File: src/rtl/vga_timing_generator.sv
// VGA raster timing: detects rising edges of the divided pixel-rate level and steps h/v counters,
// decoding sync, active-video and coordinates one clk after each count; enable low freezes everything.
module vga_timing_generator #(
  parameter int H_ACTIVE  = 640,
  parameter int H_FP      = 16,
  parameter int H_SYNC    = 96,
  parameter int H_BP      = 48,
  parameter int V_ACTIVE  = 480,
  parameter int V_FP      = 10,
  parameter int V_SYNC    = 2,
  parameter int V_BP      = 33,
  parameter bit HSYNC_POL = 1'b0,
  parameter bit VSYNC_POL = 1'b0,
  localparam int H_TOTAL  = H_ACTIVE + H_FP + H_SYNC + H_BP,
  localparam int V_TOTAL  = V_ACTIVE + V_FP + V_SYNC + V_BP,
  localparam int HW       = $clog2(H_TOTAL),
  localparam int VW       = $clog2(V_TOTAL)
) (
  input  logic          clk_i,
  input  logic          reset_n_i,
  input  logic          clk_div_i,
  input  logic          enable_i,
  output logic          hsync_o,
  output logic          vsync_o,
  output logic          video_on_o,
  output logic [HW-1:0] pixel_x_o,
  output logic [VW-1:0] pixel_y_o,
  output logic          pixel_tick_o,
  output logic          line_start_o,
  output logic          frame_start_o
);

  localparam int HS_FIRST = H_ACTIVE + H_FP;
  localparam int HS_LAST  = H_ACTIVE + H_FP + H_SYNC - 1;
  localparam int VS_FIRST = V_ACTIVE + V_FP;
  localparam int VS_LAST  = V_ACTIVE + V_FP + V_SYNC - 1;

  logic          clk_div_q;
  logic [HW-1:0] h_count_q, h_count_d;
  logic [VW-1:0] v_count_q, v_count_d;
  logic          step;
  logic          step_q;

  logic          hsync_q, hsync_d;
  logic          vsync_q, vsync_d;
  logic          video_on_q, video_on_d;
  logic [HW-1:0] pixel_x_q, pixel_x_d;
  logic [VW-1:0] pixel_y_q, pixel_y_d;
  logic          line_start_q, line_start_d;
  logic          frame_start_q, frame_start_d;

  // The divided signal is only ever sampled as data; its rising edge becomes a one-clk strobe.
  assign pixel_tick_o = clk_div_i & ~clk_div_q;
  assign step         = pixel_tick_o & enable_i;

  always_comb begin
    h_count_d = h_count_q;
    v_count_d = v_count_q;
    if (step) begin
      if (h_count_q == HW'(H_TOTAL - 1)) begin
        h_count_d = '0;
        if (v_count_q == VW'(V_TOTAL - 1)) begin
          v_count_d = '0;
        end else begin
          v_count_d = v_count_q + VW'(1);
        end
      end else begin
        h_count_d = h_count_q + HW'(1);
      end
    end
  end

  // Decode from the settled counters; pulses key off the step taken on the previous clk.
  always_comb begin
    video_on_d    = (h_count_q < HW'(H_ACTIVE)) && (v_count_q < VW'(V_ACTIVE));
    hsync_d       = ((h_count_q >= HW'(HS_FIRST)) && (h_count_q <= HW'(HS_LAST))) ?
                    HSYNC_POL : ~HSYNC_POL;
    vsync_d       = ((v_count_q >= VW'(VS_FIRST)) && (v_count_q <= VW'(VS_LAST))) ?
                    VSYNC_POL : ~VSYNC_POL;
    pixel_x_d     = video_on_d ? h_count_q : '0;
    pixel_y_d     = video_on_d ? v_count_q : '0;
    line_start_d  = step_q && (h_count_q == '0);
    frame_start_d = step_q && (h_count_q == '0) && (v_count_q == '0);
  end

  always_ff @(posedge clk_i) begin
    if (!reset_n_i) begin
      clk_div_q <= 1'b0;
      h_count_q <= '0;
      v_count_q <= '0;
      step_q    <= 1'b0;
    end else begin
      clk_div_q <= clk_div_i;
      h_count_q <= h_count_d;
      v_count_q <= v_count_d;
      step_q    <= step;
    end
  end

  always_ff @(posedge clk_i) begin
    if (!reset_n_i) begin
      hsync_q       <= ~HSYNC_POL;
      vsync_q       <= ~VSYNC_POL;
      video_on_q    <= 1'b0;
      pixel_x_q     <= '0;
      pixel_y_q     <= '0;
      line_start_q  <= 1'b0;
      frame_start_q <= 1'b0;
    end else if (enable_i) begin
      hsync_q       <= hsync_d;
      vsync_q       <= vsync_d;
      video_on_q    <= video_on_d;
      pixel_x_q     <= pixel_x_d;
      pixel_y_q     <= pixel_y_d;
      line_start_q  <= line_start_d;
      frame_start_q <= frame_start_d;
    end else begin
      line_start_q  <= 1'b0;
      frame_start_q <= 1'b0;
    end
  end

  assign hsync_o       = hsync_q;
  assign vsync_o       = vsync_q;
  assign video_on_o    = video_on_q;
  assign pixel_x_o     = pixel_x_q;
  assign pixel_y_o     = pixel_y_q;
  assign line_start_o  = line_start_q;
  assign frame_start_o = frame_start_q;

endmodule

File: config.mk
export PLATFORM = sky130hd
export DESIGN_NAME = vga_timing_generator
export DESIGN_NICKNAME = d
export VERILOG_FILES = /design/src/rtl/vga_timing_generator.sv
export SDC_FILE = /design/constraint.sdc
export NUM_CORES = 1
export LEC_CHECK = 0
export BUFFER_PORTS_ARGS = -buffer_cell sky130_fd_sc_hd__buf_2
export CORE_UTILIZATION = 47
export DETAILED_ROUTE_END_ITERATION = 12
export PLACE_DENSITY = 0.75
export SLEW_MARGIN = 20
export SYNTH_ARGS = -nofsm -noshare
export SYNTH_HDL_FRONTEND = slang
export SYNTH_SLANG_ARGS = --single-unit
File: constraint.sdc
create_clock -name clk_i -period 1.88 [get_ports clk_i]
set_input_delay 0.094 -clock clk_i [delete_from_list [all_inputs] [get_ports clk_i]]
set_output_delay 0.094 -clock clk_i [all_outputs]
set_load 0.02 [all_outputs]
# Yosys cells after proc, flatten, opt, wreduce, memory -nomap -nowiden
# Index checks and enable logic that the tools add are counted.
dict set report op_classes {
  n_lt_le_gt_ge 6
  n_mux 6
  add_sub_neg 2
  n_reduce_logical 9
  eq_ne 2
  n_bitwise 3
}
# cell count
set ops {}
lappend ops {{two-way mux 10 bit} 4}
lappend ops {{adder 10 x 1 -> 10 bit (second input constant)} 2}
lappend ops {{equality test 10 bit (second input constant)} 2}
lappend ops {{zero test 10 bit} 2}
lappend ops {{greater-or-equal comparator 10 bit (second input constant)} 1}
lappend ops {{greater-or-equal comparator 10 x 9 -> 1 bit (second input constant)} 1}
lappend ops {{<= comparator 10 bit (second input constant)} 1}
lappend ops {{<= comparator 10 x 9 -> 1 bit (second input constant)} 1}
lappend ops {{less-than comparator 10 bit (second input constant)} 1}
lappend ops {{less-than comparator 10 x 9 -> 1 bit (second input constant)} 1}
lappend ops {{logical AND 1 bit} 5}
lappend ops {{AND reduction 2 bit} 2}
lappend ops {{AND 1 bit} 2}
lappend ops {{two-way mux 1 bit} 2}
lappend ops {{NOT 1 bit} 1}
dict set report totals {
  inputBits 4
  register_bits 47
  word_cells 39
}

# Logic depth before layout (Yosys ltp)
# Gate-level depths: netlist of run 1.
dict set report depth {
  depth_word 4
  depth_mapped 7
}

# Worst setup path before layout of run 1
# OpenSTA, ideal clock, no wires.
dict set report synth_timing {
  kind {reg2reg}
  from {register h_count_q[1]}
  to {register v_count_q[7]}
  t_arrival_ns 1.992
  synth_period_minus_slack_ns 2.063
  setup_ns 0.071
  path_slack_ns -0.183
  n_path_buf 1
  path_stages_with_launch 7
  path_cell_list {dfxtp_1 > ha_1 > nand4b_1 > or4_4 > buf_6 > or4_1 > a21oi_1}
}
dict set report synth_via {
  elab_chain_len 2
}
# item line
set synth_lines {}
lappend synth_lines {{from (decl)} 39} ;# logic [HW-1:0] h_count_q, h_count_d;
lappend synth_lines {{from (signal assigned)} 94} ;# h_count_q <= h_count_d;
lappend synth_lines {{equality test 10 bit} 60} ;# if (h_count_q == HW'(H_TOTAL - 1)) begin
lappend synth_lines {{AND reduction 2 bit (no source line)} -}
lappend synth_lines {{to (signal assigned)} 95} ;# v_count_q <= v_count_d;
lappend synth_lines {{to (decl)} 40} ;# logic [VW-1:0] v_count_q, v_count_d;
# Every way passes these cells.
# A chain may end at the register's enable or synchronous reset.

# Worst setup path after layout of run 1
dict set report layout_timing {
  from {register h_count_q[7]}
  to {register v_count_q[6]}
}
# Same word-level chain as after synthesis.

==> results.md, run 1 <==
- Status: finished, violations left
- Violated checks: setup timing
- Sequential share of the synthesized area: 0.488
- Worst skew pair latency: around 0.31 ns
- Final hold slack: 0.0299 ns
- Sw Ratio: 0.205
- Gr usage total: 0.237
- Largest net degree at the start of global routing: 20
- Max cap viols: 0
- Crit path DAT: between 2 and 2.5 ns
- Die area: roughly 4400 um2
- Core area: about 3800 um2
- Post-synth cell types: 36
- Die X: between 60 and 70 um
- Clock share of power: 0.440
- Antenna fix cells: 0
- Final Hold Viols: 0
- Int Pwr: between 1.5 and 2 mW
- PwrDens: between 800 and 900 nW/um2
- RSZ-0062 raised after global routing: yes
- CP startpoint kind: flip-flop
- Clk sinks: 47
- Final Instance Count excl. Fillers: about 300
- Top delay family on crit path: simple AND/OR/NAND/NOR gates
- Worst slew margin: 0.540
- Die height: approximately 66 um
- Cell Area, Synth: a little under 2000 um2
- Drt wl/cell: roughly 15 um
- Post-Place Cells: 293
- Initial core utilization: 0.508
- Grt ovf: 0
- Gate power share: 0.048
- Leakage: between 0.9 and 1 nW
- Post-route cell area: 2450 um2
- Vias in the first global route: around 1,700
- Fmax: slightly above 0.5 GHz
- Root buffer cell: clkbuf_8
- H-tree Lvls: 2
- VDD IR max: ~0.00048 V
- CP Buf/Inv Count: 1
- Row count: 22
- First-pass GRT wire length: 7600 um
- Peak fanout along the critical path: 10
- Routed wire length: 4620 um
- Fin nets: roughly 260
- ANT nets after route: 0
- Area after DPL: between 2000 and 2500 um2
- Iter 0 DRT Violations: 140
- Max clock buf depth: 2
- CP endpoint kind: flip-flop
- GP Congestion: approximately 0.83
- Power share of the sequential group: 0.512
- Clk slew on worst S/H paths: roughly 0.080 ns
- Initial antenna violation count: 0
- Vias/cell: ~5.8
- Layout cells sized above 1: 0.297
- Worst Hold Class: input pin to flip-flop
- Max incr delay on CP: 0.58 ns
- TritonCTS buffer count: 5
- Crit-path slowest cell: or4_4
- Post-DP HPWL: about 3100 um
- Skew final: between 0.005 and 0.006 ns
- Final setup fails: 3
- Fin crit share: 1.03
- Mapped Nets: around 220
- 1st-pass router iterations: 4
- Max Slew Vio Count: 0
- Area Overhead vs Synth: 27.0%
- Worst-margin pin slew: about 0.69 ns
- CTS Hold Bufs: 0
- Switch Pwr: ~0.40 mW
- Mean Syn Cell Area: between 9 and 10 um2
- CTS tree: built
- Crit path time final: 1.93 ns
- Synth Instances: 207
- DR DRC count: 0
- Pre-CTS WS: -0.0838 ns
- Final worst slack: -0.0518 ns
- Seq cells post-synth: 47
- WP data required: 2.08 ns
- IO Port Bufs: 29
- # IOs: 30
- Yosys warnings: 0
- Critical path type: flip-flop to flip-flop
- Via count: around 1,700
- Critical-path cell list: or3_4 -> buf_4 -> or4_4 -> o31ai_2 -> a21oi_1
sequential cells by signal (all words and copies together) (netlist names):
register and cells:
pixel_y_o 10, v_count_q 10, video_on_o 1, step_q 1
vsync_o 1, frame_start_o 1, pixel_x_o 10, line_start_o 1
clk_div_q 1, hsync_o 1, h_count_q 10
path summary, 6_finish.rpt:
check / from / end / slack (ns) / depth (start not counted)
max reg2reg: h_count_q[7]$_SDFFE_PN0P_ / v_count_q[6]$_SDFFE_PN0P_ / -0.05 / 5
max: h_count_q[7]$_SDFFE_PN0P_ / v_count_q[6]$_SDFFE_PN0P_ / -0.05 / 5
min: reset_n_i / vsync_o$_SDFFE_PN1P_ / 0.03 / 2
min reg2reg: step_q$_SDFF_PN0_ / line_start_o$_SDFF_PN0_ / 0.45 / 2
cells in the final DEF (no fill, tap or decap), drive strengths merged:
| cell type | count |
|---|---|
| nor2b | 1 |
| nand4b | 2 |
| nor3 | 5 |
| nand2b | 2 |
| nand4 | 4 |
| xnor2 | 8 |
| a21o | 1 |
| a31oi | 1 |
| nor2 | 13 |
| a21oi | 12 |
| a22o | 18 |
| and2 | 4 |
| and3 | 3 |
| nor4b | 1 |
| nand2 | 11 |
| or3 | 6 |
| xor2 | 1 |
| clkbuf | 6 |
| o21ai | 6 |
| nand3b | 2 |
| o31ai | 4 |
| dfxtp | 47 |
| nand3 | 14 |
| buf | 52 |
| ha | 4 |
| and4 | 2 |
| bufinv | 2 |
| nor4 | 6 |
| inv | 10 |
| or4 | 7 |
| a2111oi | 1 |
routing by layer:
layer | part of all wire | vias to the layer above | global-route usage | wire, um
met5 | 0 | - | 0 | 0
met4 | 0.022 | 0 | 0.146 | 101
met3 | 0.046 | 9 | 0.0500 | 212
met2 | 0.46 | 49 | 0.364 | 2110
met1 | 0.47 | 843 | 0.301 | 2190
li1 | - | 848 | - | -
synth_stat cells (all sizes together):
cell type	n	area, um2
a2111oi	1	8.76
a21o	1	7.51
a21oi	12	60.1
a22o	18	158
a31oi	1	6.26
and2	4	25.0
and3	3	18.8
and4	2	17.5
buf	5	38.8
clkbuf	8	30.0
dfxtp	47	941
ha	4	50.1
inv	10	37.5
nand2	11	41.3
nand2b	2	12.5
nand3	14	70.1
nand3b	2	15.0
nand4	4	25.0
nand4b	2	17.5
nor2	13	48.8
nor2b	1	6.26
nor3	5	25.0
nor4	6	37.5
nor4b	1	8.76
o21ai	6	30.0
o31ai	4	30.0
or3	6	42.5
or4	5	41.3
xnor2	8	70.1
xor2	1	8.76
kinds of logic (layout without fill, tap and decap cells):
logic type               Yosys count  count (layout)  synth area share
AO/OA/AOI/OAI                     43              43             0.156
adder cells (fa/ha/maj)            4               4            0.0259
XOR/XNOR                           9               9            0.0409
flip-flops                        47              47             0.488
AND/OR/NAND/NOR                   81              83             0.235
buffers and inverters             23              70            0.0551
worst reg2reg max path: cells and delay by family, from the launching register on:
| kind | cells | cell delay (ns) |
|---|---|---|
| and+or+nand+nor | 2 | 0.98 |
| AOI/OAI and AO/OA | 2 | 0.36 |
| DFF | 1 | 0.32 |
| buffers and inverters | 1 | 0.15 |
what timing repair did:
item / in CTS / in global routing
setup endpoints to repair: 4 / 11
resized for setup: 2 / 11
pin swaps: 5 / 2
setup buffers: 1 / 0
cloned: 2 / 0
final cells by class:
class | instances | area, um2
well taps | 48 | 60.1
clock buffers | 6 | 72.6
multi-input cells | 139 | 957
clock inverters | 2 | 60.1
repair buffers | 52 | 318
fillers | 326 | 1350
inverters | 10 | 37.5
flip-flops and latches | 47 | 945
power groups by stage:
stage	combinational (mW)	clock, mW	sequential, mW
2_1_floorplan	0.0506	0	1.04
3_3_place_gp	0.0921	0	1.03
3_5_place_dp	0.0922	0	1.04
4_1_cts	0.0931	0.881	1.01
5_1_grt	0.105	0.917	1.01
6_report	0.0949	0.869	1.01
per-stage QoR:
step / TNS (ns) / power [mW] / util
final: -0.153 / 1.98 / 0.645
after detailed placement: -0.161 / 1.13 / 0.592
after CTS: -0.0949 / 1.99 / 0.635
after global routing: -0.410 / 2.03 / 0.645
after floorplan: -0.270 / 1.09 / -
after global placement: -0.0949 / 1.13 / 0.592
Note: power is estimated with default switching activity, not from simulation.
==> run 2, diff against run 1 <==
Settings changed: MAX_ROUTING_LAYER set to met4.
==> run 2 against run 1 <==
Clock skew is essentially flat. Die area is the same. Via count shrank 0.17%. Global-route usage grew 0.64 points. Setup slack gained 0.0018 ns. Largest power group unchanged. Routed wire length shrank 0.22%. Largest cell class unchanged. Sequential cell count is the same. First-iteration DRC count grew 4.3%. Utilization is the same. Highest routed layer unchanged. Combinational power is essentially flat. Power is essentially flat. The flow still finishes with violations (setup timing).
==> results.md, run 2 (same netlist as run 1, synthesis figures left out) <==
- CTS Hold Bufs: 0
- WP data required: approximately 2.1 ns
- Final Instance Count excl. Fillers: about 300
- Critical path type: flip-flop to flip-flop
- Drt wl/cell: 15.2 um
- GP Congestion: 0.842
- Vias in the first global route: approximately 1,700
- Gate power share: 0.048
- Final worst slack: -0.0501 ns
- Most frequent cells in the layout: dfxtp_1 (44), buf_2 (29), buf_4 (23)
- Fin nets: between 200 and 300
- Clock share of power: 0.440
- Area Overhead vs Synth: 27.0%
- 1st-pass router iterations: 4
- H-tree Lvls: 2
- Clk slew on worst S/H paths: approximately 0.080 ns
- Gr usage total: 0.243
- Worst slew margin: 0.537
- Largest net degree at the start of global routing: 20
- Initial core utilization: 0.508
- Int Pwr: 1.57 mW
- Top delay family on crit path: simple AND/OR/NAND/NOR gates
- First-pass GRT wire length: roughly 7600 um
- Crit path DAT: ~2.2 ns
- IO Port Bufs: 29
- Row count: 22
- Iter 0 DRT Violations: 146
- Peak fanout along the critical path: 5
- Power share of the sequential group: 0.512
- PwrDens: between 800 and 900 nW/um2
- Worst Hold Class: input pin to flip-flop
- Post-Place Cells: between 200 and 300
- Max cap viols: 0
- Post-DP HPWL: 3060 um
- VDD IR max: 0.000482 V
- Most common cell after layout, fill and taps aside: dfxtp_1
- Fillers: between 300 and 400
- TritonCTS buffer count: 5
- Worst skew pair latency: about 0.31 ns
- Max clock buf depth: 2
- Via count: 1,746
- CP Buf/Inv Count: 0
- Switch Pwr: 0.404 mW
- Violated checks: setup timing
- # IOs: 30
- Clk sinks: 47
- Sw Ratio: 0.204
- Grt ovf: 0
- Vias/cell: roughly 5.7
- Die area: between 4000 and 5000 um2
- Fin crit share: 1.03
- Fmax: 0.518 GHz
- Core area: roughly 3800 um2
- Root buffer cell: clkbuf_8
- Final Hold Viols: 0
- Antenna fix cells: 0
- RSZ-0062 raised after global routing: yes
- Status: finished, violations left
- Critical-path cell list: or3_4 -> or4_4 -> or4_4 -> a21oi_2
- Final Core Density: 0.645
- Final setup fails: 3
- Initial antenna violation count: 0
- Skew final: a little over 0.006 ns
- Die X: ~66 um
- DR DRC count: 0
- Max Slew Vio Count: 0
- Worst-margin pin slew: roughly 0.70 ns
- Leakage: between 0.9 and 1 nW
- ANT nets after route: 0
- Crit-path slowest cell: or4_4
- Layout cells sized above 1: 0.297
- CP startpoint kind: flip-flop
- Crit path time final: approximately 1.9 ns
- Routed wire length: around 4600 um
- Most used cell, CP: or4_4
- CP endpoint kind: flip-flop
- CTS tree: built
- Die height: between 60 and 70 um
- Max incr delay on CP: 0.53 ns
==> run 2: cell counts in the layout (fill, tap and decap cells not counted) <==
Identical to the previous run, type by type.
==> run 2: repair_timing <==
| item | in CTS | in global routing |
|---|---|---|
| cloned | 2 | 0 |
| buffers inserted | 1 | 0 |
| endpoints found under the setup margin | 4 | 11 |
| resized for setup | 2 | 11 |
| pin swaps | 5 | 2 |
==> run 2: path summary, 6_finish.rpt <==
check                                  from                   endpoint  slack, ns  cells after the start
hold / removal                    reset_n_i       vsync_o$_SDFFE_PN1P_       0.03                      2
setup / recovery  h_count_q[7]$_SDFFE_PN0P_  v_count_q[9]$_SDFFE_PN0P_      -0.05                      4
setup reg to reg  h_count_q[7]$_SDFFE_PN0P_  v_count_q[9]$_SDFFE_PN0P_      -0.05                      4
hold reg to reg           step_q$_SDFF_PN0_    line_start_o$_SDFF_PN0_       0.45                      2
==> run 2: routing by layer <==
layer | track usage | vias up | wire, um
met5 | - | - | 0
met4 | 0.146 | 0 | 48
met3 | 0.0500 | 5 | 235
met2 | 0.365 | 48 | 2150
met1 | 0.300 | 843 | 2170
li1 | - | 850 | -
==> run 2: worst register-to-register path: stages (launching register included) <==
cell and delay (ns):
dfxtp_2 0.32, or3_4 0.40, or4_4 0.53, or4_4 0.50, a21oi_2 0.12
==> run 2: area by class of cell <==
class	instances	area, um2	share of cell area
Clock buffer	6	72.6	0.0296
Clock inverter	2	60.1	0.0245
Inverter	10	37.5	0.0153
Multi-Input combinational cell	139	957	0.391
Sequential cell	47	945	0.386
Tap cell	48	60.1	0.0245
Timing Repair Buffer	52	318	0.130
==> run 2: per-stage QoR <==
step	power (mW)	instance area (um2)	setup WS, ns	hold WS (ns)	setup TNS [ns]
final	1.98	2450	-0.0501	0.0314	-0.137
after global routing	2.03	2450	-0.124	0.0265	-0.407
after CTS	1.99	2410	-0.0492	0.0140	-0.0949
after detailed placement	1.13	2250	-0.0838	0.337	-0.161
after global placement	1.13	2250	-0.0493	0.333	-0.0949
after floorplan	1.09	1950	-0.120	0.156	-0.270
==> run 2: power groups by stage <==
| stage | clock network (mW) | registers [mW] | logic (mW) |
|---|---|---|---|
| after detailed placement | 0 | 1.04 | 0.0922 |
| after global placement | 0 | 1.03 | 0.0921 |
| final | 0.868 | 1.01 | 0.0951 |
| after global routing | 0.917 | 1.01 | 0.105 |
| after floorplan | 0 | 1.04 | 0.0506 |
| after CTS | 0.881 | 1.01 | 0.0931 |
